### src/rtl/mult_div_unit.sv
// mult_div_unit: iterative MIPS multiply/divide unit with HI/LO registers.
//
// Runs MULT/MULTU (shift-add) and DIV/DIVU (restoring shift-subtract) on
// operand magnitudes, one step per cycle for WIDTH cycles, and sign-fixes the
// result on the final step edge. It also services MTHI/MTLO writes while idle,
// and raises a combinational stall when an instruction needing the unit
// arrives while it is busy.
//
// Ports:
//   clk, rst        clock, asynchronous active-high reset
//   start, op       issue MULT(00)/MULTU(01)/DIV(10)/DIVU(11)
//   a, b            rs / rt operands
//   hi_wr, lo_wr    MTHI / MTLO requests, data on wdata
//   mf_req          an MFHI/MFLO sits in EX this cycle
//   hi, lo          HI / LO registers
//   busy            operation in progress
//   stall           freeze PC, IF/ID and ID/EX while busy and the unit is needed
module mult_div_unit #(
  parameter int WIDTH = 32
) (
  input  logic             clk,
  input  logic             rst,
  input  logic             start,
  input  logic [1:0]       op,
  input  logic [WIDTH-1:0] a,
  input  logic [WIDTH-1:0] b,
  input  logic             hi_wr,
  input  logic             lo_wr,
  input  logic [WIDTH-1:0] wdata,
  input  logic             mf_req,
  output logic [WIDTH-1:0] hi,
  output logic [WIDTH-1:0] lo,
  output logic             busy,
  output logic             stall
);
  localparam int CW = $clog2(WIDTH);

  typedef enum logic [1:0] {IDLE, MUL, DIV} state_t;

  state_t             state_q;
  logic [CW-1:0]      cnt_q;
  logic [WIDTH-1:0]   ma_q, mb_q;      // |multiplicand| / |divisor|
  logic [2*WIDTH-1:0] acc_q, acc_d;    // MUL: product; DIV: {rem, quot}
  logic               neg_q, rneg_q;   // negate product/quotient; negate remainder
  logic [WIDTH-1:0]   hi_q, lo_q;

  logic               sgn;
  logic [WIDTH-1:0]   abs_a, abs_b;
  logic [WIDTH:0]     msum, dtmp;
  logic [WIDTH-1:0]   ddiff;
  logic               dge;
  logic [2*WIDTH-1:0] mul_nxt, div_nxt, prod_fix;
  logic [WIDTH-1:0]   q_fix, r_fix;
  logic               last;

  assign sgn   = ~op[0];
  assign abs_a = (sgn && a[WIDTH-1]) ? -a : a;
  assign abs_b = (sgn && b[WIDTH-1]) ? -b : b;

  // Shift-add: add multiplicand to the upper half when the LSB is set,
  // then shift the whole accumulator (carry included) right by one.
  assign msum    = {1'b0, acc_q[2*WIDTH-1:WIDTH]} + {1'b0, ma_q & {WIDTH{acc_q[0]}}};
  assign mul_nxt = {msum, acc_q[WIDTH-1:1]};

  // Restoring divide: shift the next dividend bit into the remainder and
  // subtract when it fits. A zero divisor always "fits", giving all-ones
  // quotient and the dividend as remainder.
  assign dtmp    = {acc_q[2*WIDTH-1:WIDTH], acc_q[WIDTH-1]};
  assign dge     = dtmp >= {1'b0, mb_q};
  assign ddiff   = dtmp[WIDTH-1:0] - mb_q;   // exact when dge holds
  assign div_nxt = {(dge ? ddiff : dtmp[WIDTH-1:0]), acc_q[WIDTH-2:0], dge};

  assign acc_d    = (state_q == MUL) ? mul_nxt : div_nxt;
  assign prod_fix = neg_q  ? -mul_nxt : mul_nxt;
  assign q_fix    = neg_q  ? -div_nxt[WIDTH-1:0] : div_nxt[WIDTH-1:0];
  assign r_fix    = rneg_q ? -div_nxt[2*WIDTH-1:WIDTH] : div_nxt[2*WIDTH-1:WIDTH];
  assign last     = (cnt_q == CW'(WIDTH-1));

  always_ff @(posedge clk or posedge rst) begin
    if (rst) begin
      state_q <= IDLE;
      cnt_q   <= '0;
      ma_q    <= '0;
      mb_q    <= '0;
      acc_q   <= '0;
      neg_q   <= 1'b0;
      rneg_q  <= 1'b0;
      hi_q    <= '0;
      lo_q    <= '0;
    end else begin
      case (state_q)
        IDLE: begin
          if (start) begin
            ma_q    <= abs_a;
            mb_q    <= abs_b;
            neg_q   <= sgn & (a[WIDTH-1] ^ b[WIDTH-1]);
            rneg_q  <= sgn & a[WIDTH-1];
            acc_q   <= op[1] ? {{WIDTH{1'b0}}, abs_a} : {{WIDTH{1'b0}}, abs_b};
            cnt_q   <= '0;
            state_q <= op[1] ? DIV : MUL;
          end else begin
            if (hi_wr) hi_q <= wdata;
            if (lo_wr) lo_q <= wdata;
          end
        end
        MUL, DIV: begin
          acc_q <= acc_d;
          cnt_q <= cnt_q + 1'b1;
          if (last) begin
            state_q <= IDLE;
            if (state_q == MUL) begin
              hi_q <= prod_fix[2*WIDTH-1:WIDTH];
              lo_q <= prod_fix[WIDTH-1:0];
            end else begin
              hi_q <= r_fix;
              lo_q <= q_fix;
            end
          end
        end
        default: state_q <= IDLE;
      endcase
    end
  end

  assign hi    = hi_q;
  assign lo    = lo_q;
  assign busy  = (state_q != IDLE);
  assign stall = busy & (start | hi_wr | lo_wr | mf_req);
endmodule

### config.mk
export PLATFORM = sky130hd
export DESIGN_NAME = mult_div_unit
export DESIGN_NICKNAME = d
export VERILOG_FILES = /design/src/rtl/mult_div_unit.sv
export SDC_FILE = /design/constraint.sdc
export NUM_CORES = 1
export LEC_CHECK = 0
export ABC_AREA = 0
export CAP_MARGIN = 40
export CORE_MARGIN = 2
export CORE_UTILIZATION = 52
export CTS_CLUSTER_SIZE = 14
export DETAILED_ROUTE_END_ITERATION = 7
export DONT_BUFFER_PORTS = 1
export PLACE_DENSITY_LB_ADDON = 0.05
export SETUP_SLACK_MARGIN = 0.15
export SKIP_CTS_REPAIR_TIMING = 1
export SLEW_MARGIN = 0
export SYNTH_ARGS = -nofsm -noshare
export SYNTH_HDL_FRONTEND = slang
export SYNTH_SLANG_ARGS = --single-unit
export TNS_END_PERCENT = 1
### constraint.sdc
create_clock -name clk -period 11.2 [get_ports clk]
set_input_delay 1.68 -clock clk [delete_from_list [all_inputs] [get_ports clk]]
set_output_delay 1.68 -clock clk [all_outputs]
set_load 0.02 [all_outputs]
# Word level (Yosys, flattened, before mapping)
# Index checks and enable logic that the tools add are counted.
[word_totals]
in_bits = 104
elab_cells = 72
regBits = 201
[op_classes]
n_reduce_logical = 11
n_eq_ne = 8
n_lt_le_gt_ge = 1
add_sub_neg = 8
bitwise_logic = 9
n_mux = 26
[op_table]
columns = ["op", "n"]
rows = [
  ["$mux W32", 14],
  ["$mux W64", 3],
  ["$neg A32 Y32", 4],
  ["$pmux W32 S2", 2],
  ["$pmux W64 S2", 1],
  ["$neg A64 Y64", 1],
  ["$add A32 B32 Y33", 1],
  ["$ge A33 B32 Y1", 1],
  ["$and A32 B32 Y32", 1],
  ["$sub A32 B32 Y32", 1],
  ["$ne A2 B2 Y1 const B", 5],
  ["$pmux W5 S2", 1],
  ["$reduce_and A4 Y1", 2],
  ["$mux W2", 3],
  ["$reduce_and A2 Y1", 3],
  ["$add A5 B1 Y5 const B", 1],
  ["$eq A5 B5 Y1 const B", 1],
  ["$mux W5", 1],
  ["$pmux W2 S2", 1],
  ["$reduce_bool A2 Y1", 2],
  ["$and A1 B1 Y1", 3],
  ["$or A1 B1 Y1", 3],
  ["$eq A2 B1 Y1 const B", 1],
  ["$eq A2 B2 Y1 const B", 1],
  ["5 further kinds", 6],
]

# Depth between registers and ports, before layout
# Gate-level depths: netlist (run 1).
[depth]
depth_word = 7
mapped_depth = 23
mapped_depth_nobuf = 19

# Least setup slack after synthesis (run 1)
# No wires, ideal clock.
[synth_path]
path_type = "reg2reg"
from = "register acc_q[34]"
to = "register hi_q[30] (netlist: hi[30])"
t_arrival_ns = 5.318
path_slack_ns = 5.799
stages_incl_launch_ff = 21
required_time_ns = 11.118
setup_ns = 0.082
cell_sequence = "dfrtp_1 -> ha_1 -> a21o_1 -> a21o_1 -> o211a_1 -> o311ai_0 -> nand2_1 -> inv_1 -> clkbuf_1 -> clkbuf_1 -> mux2i_1 -> ha_1 -> nand2_1 -> nor4_1 -> nand4_1 -> o31ai_1 -> nand3_1 -> o41ai_1 -> xnor2_1 -> mux2i_1 -> o22ai_1"
[synth_via]
elab_chain_len = 7
[synth_rtl]
columns = ["element", "line", "rtl"]
rows = [
  ["start: declaration", "43", "logic [2*WIDTH-1:0] acc_q, acc_d;"],
  ["start signal: assignment", "98", "acc_q <= op[1] ? {{WIDTH{1'b0}}, abs_a} : {{WIDTH{1'b0}}, abs_b};"],
  ["$sub A32 B32 Y32 / $ge A33 B32 Y1 (equally long branches)", "70, 69", ""],
  ["$mux W32", "71", "assign div_nxt = {(dge ? ddiff : dtmp[WIDTH-1:0]), acc_q[WIDTH-2:0], dge};"],
  ["$neg A32 Y32", "76", "assign r_fix = rneg_q ? -div_nxt[2*WIDTH-1:WIDTH] : div_nxt[2*WIDTH-1:WIDTH];"],
  ["$mux W32", "76", ""],
  ["$mux W32 (*)", "111", "if (state_q == MUL) begin"],
  ["$mux W32 (*)", "109", "if (last) begin"],
  ["$pmux W32 S2 (*)", "91", "case (state_q)"],
  ["end signal: assignment", "102", "if (hi_wr) hi_q <= wdata;"],
  ["end signal: assignment", "112", "hi_q <= prod_fix[2*WIDTH-1:WIDTH];"],
  ["end signal: assignment", "115", "hi_q <= r_fix;"],
  ["end: declaration", "45", "logic [WIDTH-1:0] hi_q, lo_q;"],
]
# Every way passes the cells marked *; elsewhere a longest branch is shown, timed or not. The select of a mux whose other input is x is not followed.
# A chain may end at the register's enable or synchronous reset.

# Final worst setup path (run 1)
[layout_path]
from = "register acc_q[48]"
to = "register hi_q[31] (netlist: hi[31])"
# Same word-level chain as after synthesis.

==> flow_summary.toml, run 1 <==
[outcome]
status = "finished, final reports clean"

[die]
fp.dieW_um = 193
die_y_um = 193
rows = 69
pin_count = 170
core_area_um2 = 35300
die_area_um2 = 37100
initial_core_util = 0.524

[logic_synthesis]
yosys-top-cells-area = "dfrtp_1, o21ai_0, nand2_1"
synth_top_area_cell = "dfrtp_1"
synth-compound-area-share = 0.265
syn-num-nets = 2655
syn_inst = 2476
synth-simple-area-share = 0.216
ys_warn_count = 0
synth_ff_type = "dfrtp_1"
netlist_area_um2 = 18500
synth-adder-area-share = 0.0515
avgSynthCellArea_um2 = 7.47
synth.area.mux_share = 0.0462
yosysUniqueCellTypes = 79
synth.yosys.seq_area_share = 0.272
synth_top_family_by_area = "compound AO/OA/AOI/OAI gates"
synth_edf_count = 0
async_reset_ff_frac = 1.00
ys_top_cells_by_count = "nand2_1, o21ai_0, a21oi_1"
ys_seq_elements = 201
synth_xor_area_frac = 0.100
synth.most_common_cell = "nand2_1"
synth.top_cell.area_share = 0.272

[sta]
worst_slew_pin_slew_ns = 0.913
max_slew_margin = 0.391
finalSetupViolCount = 0
final-hold-violation-count = 0
final.period_utilization = 0.554
slew_viol_final = 0
fmax_ghz = 0.161
fin_skew_ns = 0.0287
rsz0062_at_grt = "false"
holdWs_ns = 0.477
tns_ns = 0
fin_crit_ns = 6.20

[route]
wirelength_um = 70400
post-route-drc-count = 0
drt-pass1-iter-count = 6
vias = 18500
initialDrtViolationCount = 1970
vias_per_cell = 6.49
wl_per_cell_um = 24.8
drtAntennaViolNets = 0

[power_and_ir_drop]
p_sw_frac = 0.562
power.switching_uw = 4190
pwr-share-seq = 0.218
power.density_nw_per_um2 = 380
p_int_uw = 3260
p_clk_frac = 0.114
ir_worst_vdd_mv = 0.223
leakagePower_uw = 0.00818
combPwrFrac = 0.668

[global_routing]
grt_usage = 0.373
antenna_found_initial = 0
overflow = 0
grt_pass1_wl_um = 104000
grt_pass1_vias = 17000
grt_max_degree = 101

[critical_path]
worstPathMaxFanout = 51
crit_required_ns = 11.63
path_buf_inv = 3
slowest_stage = "or4b_2"
crit_chain = "ha_1, nand4_1, nor4_1, a21oi_1, o211a_1, nand2_2, buf_4, inv_1, buf_4, o41ai_1, o211ai_1, or4b_2, o311ai_0, o41ai_1, a2111oi_1, o21ai_1"
critical_path_arrival_ns = 6.63
start_kind = "flip-flop"
endpoint_kind = "flip-flop"
critical_path_class = "reg2reg"
critPathMaxStageDelay_ns = 0.79
cp_top_family = "compound AO/OA/AOI/OAI gates"

[run]
max-cap-violations = 0

[clocking]
htreeDepth = 1
cts_buffer_depth = 3
numCtsBuffers = 25
clk_latency_ns = 0.55
clock_sink_count = 201
cts-root-buf = "clkbuf_16"
cts_tree = "done"
clk_pin_slew_ns = 0.07

[final_layout]
final_nets = 2540
drive_gt1_frac = 0.0496
stdcell_count = 2842
fillerInstances = 3475
area_growth_pct = 5.91
post-route-util = 0.555

[placement]
dp_cells = 2793
numPortBuffers = 0
dp_hpwl_um = 55200
gp_congestion = 1.06

[min_path]
hp-class = "reg2reg"
-- final timing paths --
check | start | to | slack (ns) | cells after the start
setup / recovery | acc_q[48] | hi[31] | 5.00 | 16
setup reg to reg | acc_q[48] | hi[31] | 5.00 | 16
min in group asynchronous | rst | lo[21] | 1.06 | 1
hold reg to reg | mb_q[15] | mb_q[15] | 0.48 | 2
max in group asynchronous | rst | neg_q | 8.69 | 2
hold / removal | mb_q[15] | mb_q[15] | 0.48 | 2
-- cells by family (layout without fill, tap and decap cells) --
| kind of cell | count (synthesis) | count (layout) |
|---|---|---|
| AOI/OAI and AO/OA | 813 | 813 |
| xor gates and xnor gates | 212 | 212 |
| adders and majority gates | 75 | 75 |
| buffers and inverters | 242 | 145 |
| DFF | 201 | 201 |
| muxes | 85 | 85 |
| other | 0 | 2 |
| and+or+nand+nor | 848 | 848 |
-- layout by cell type, fill, tap and decap left out, types with 7 or more instances in the layout --
cell	Yosys	routed
a211oi_1	30	30
a21boi_0	7	7
a21o_1	25	25
a21oi_1	213	212
a22o_1	9	9
a22oi_1	7	7
a31oi_1	22	22
and2_1	41	41
and3_1	23	23
buf_4	0	23
clkbuf_16	0	25
clkbuf_8	0	9
dfrtp_1	201	200
ha_1	73	71
inv_1	71	70
mux2i_1	81	81
nand2_1	340	338
nand2b_1	23	23
nand3_1	26	26
nand4_1	24	24
nor2_1	194	194
nor2b_1	21	21
nor3_1	48	48
nor4_1	21	21
o211a_1	9	9
o211ai_1	36	36
o21a_1	10	10
o21ai_0	315	315
o31a_1	8	8
o31ai_1	43	43
o41ai_1	15	15
or2_2	19	19
or3_1	16	16
or4_1	15	15
xnor2_1	126	126
xor2_1	86	86
-- tightest hold or removal path, delay by kind of cell (launching register included) --
| kind | cells | cell delay (ns) |
|---|---|---|
| simple gates | 1 | 0.04 |
| compound gates | 1 | 0.06 |
| flops | 1 | 0.34 |
-- cell type report --
class,count,area (um^2),share of cell area
well taps,461,577,0.0294
flip-flops and latches,201,5030,0.257
inverters,72,278,0.0142
clock buffers,38,764,0.0390
repair buffers,28,238,0.0121
multi-input cells,2033,12600,0.644
diodes,2,5.00,0.000255
clock inverters,7,91.3,0.00466
-- state kept, by name (all words and copies together) (netlist names) --
register,flops
neg_q,1
state_q,2
mb_q,32
acc_q,64
rneg_q,1
ma_q,32
hi,32
lo,32
cnt_q,5
-- metrics by stage --
step	worst slack [ns]	power (uW)	area (um^2)
floorplan	4.04	4950	18500
global placement	5.36	6390	18700
detailed placement	5.22	6460	18700
CTS	5.21	7310	19600
global route	4.58	7930	19600
finish	5.00	7450	19600
-- power by group through the flow --
stage	Clock, uW	Combinational (uW)	Sequential (uW)
after floorplan	0	3570	1370
after global placement	0	4780	1620
after detailed placement	0	4830	1630
after CTS	850	4840	1620
after global routing	880	5370	1670
final	846	4980	1630
-- per-layer routing --
layer  GRT usage  share of wire
met4       0.146          0.043
met5           0              0
met2       0.578           0.44
met3      0.0736          0.086
met1       0.511           0.43
Power figures use the tool's default switching activity.
==> run 2: changes to the inputs <==
Clock period 11.2 ns to 6.2 ns, I/O delays scaled along.
==> run 2 against run 1 <==
Global-route usage fell by 1.3 points; cell count rose by 0.56%; first-iteration DRC count shrank 20%; cell area increased by 1.3%; clock power rose by 95%; highest routed layer unchanged; count of clock-buffer cells in the layout decreased by 6; combinational power is 83% higher; critical path type unchanged.
==> flow_summary.toml, run 2 (synthesis gave the netlist of run 1 again) <==
[die]
die_y_um = 193
rows = 69
pin_count = 170
fp.dieW_um = 193
core_area_um2 = 35300
initial_core_util = 0.524
die_area_um2 = 37100

[global_routing]
grt_pass1_wl_um = 101000
grt_usage = 0.361
antenna_found_initial = 1
grt_pass1_vias = 16800
overflow = 0
grt_max_degree = 163

[power_and_ir_drop]
leakagePower_uw = 0.00827
ir_worst_vdd_mv = 0.414
total_power_uw = 13500
power.density_nw_per_um2 = 683

[clocking]
cts_tree = "done"
clock_sink_count = 201
cts_buffer_depth = 3
clk_pin_slew_ns = 0.07
htreeDepth = 1
clk_latency_ns = 0.56
numCtsBuffers = 26
cts-root-buf = "clkbuf_16"

[sta]
fmax_ghz = 0.175
tns_ns = 0
fin_crit_ns = 5.71
final.period_utilization = 0.921
finalSetupViolCount = 0
slew_viol_final = 0
fin_skew_ns = 0.0300
final-hold-violation-count = 0
worst_slew_pin_slew_ns = 1.01
rsz0062_at_grt = "false"
max_slew_margin = 0.306

[route]
vias_per_cell = 6.29
initialDrtViolationCount = 1582
drtAntennaViolNets = 0
vias = 18000
wl_per_cell_um = 23.7
wirelength_um = 67600
drt-pass1-iter-count = 6
post-route-drc-count = 0

[critical_path]
crit_chain = "inv_1, ha_1, nand4_1, nor4_2, o311ai_0, buf_4, nand2_2, inv_1, buf_4, o41ai_1, o211ai_1, or4b_2, or3_1, o41ai_1, a2111oi_1, o21ai_1"
critical_path_arrival_ns = 6.21
crit_required_ns = 6.69
worstPathMaxFanout = 23
critical_path_class = "reg2reg"
endpoint_kind = "flip-flop"
slowest_stage = "or4b_2"
critPathMaxStageDelay_ns = 0.80
start_kind = "flip-flop"

[final_layout]
largest_reg_flops = 64
final_nets = 2556
layout_commonest_cell = "nand2_1"
drive_gt1_frac = 0.0588
regMostFlops = "acc_q"
diodes = 0
fillerInstances = 3360
final_cell_mix = "nand2_1, o21ai_0, a21oi_1"
area_growth_pct = 7.23

[placement]
gp_congestion = 1.01
numPortBuffers = 0
dp_hpwl_um = 52900

[min_path]
hp-class = "in2async"

[outcome]
status = "finished, final reports clean"

[run]
max-cap-violations = 0
run 2: layout make-up:
cell class	count	area, um^2	area share
multi-input cells	2033	12600	0.636
flip-flops and latches	201	5030	0.254
clock buffers	32	724	0.0365
well taps	461	577	0.0291
repair buffers	43	402	0.0202
inverters	72	274	0.0138
clock inverters	16	209	0.0105
run 2: metal layers:
layer	wire length, um	global-route usage
met5	0	0
met4	2670	0.135
met3	5250	0.0853
met2	31000	0.575
met1	28700	0.474
run 2: path summary, 6_finish.rpt:
| check | from | endpoint | slack (ns) | depth (start not counted) |
|---|---|---|---|---|
| max in group asynchronous | rst | neg_q | 4.91 | 2 |
| min in group clk | ma_q[19] | ma_q[19] | 0.48 | 2 |
| worst max register to register | mb_q[27] | hi[31] | 0.49 | 16 |
| worst max-delay path | mb_q[27] | hi[31] | 0.49 | 16 |
| worst min register to register | ma_q[19] | ma_q[19] | 0.48 | 2 |
| worst min-delay path | rst | lo[14] | 0.44 | 2 |
run 2: power breakdown:
| part | total [uW] | internal, uW | switching (uW) |
|---|---|---|---|
| clock | 1650 | 1000 | 650 |
| sequential | 2800 | 1930 | 876 |
| combinational | 9090 | 3130 | 5970 |
run 2: worst max-delay path: cells and delay by family, from the launching register on:
kind	cells	cell delay (ns)
adders and majority gates	1	0.41
AOI/OAI and AO/OA	6	2.09
and+or+nand+nor	5	2.12
DFF	1	0.36
buffers and inverters	4	0.67
run 2: stage by stage:
stage | setup slack [ns] | std cells | utilization | area [um^2] | hold slack, ns
global placement | 0.735 | 2805 | 0.533 | 18800 | 0.453
floorplan | 0.799 | 2476 | - | 18500 | 0.442
finish | 0.487 | 2858 | 0.562 | 19800 | 0.439
detailed placement | 0.535 | 2810 | 0.535 | 18900 | 0.461
global route | 0.268 | 2858 | 0.562 | 19800 | 0.474
CTS | 0.497 | 2858 | 0.562 | 19800 | 0.469
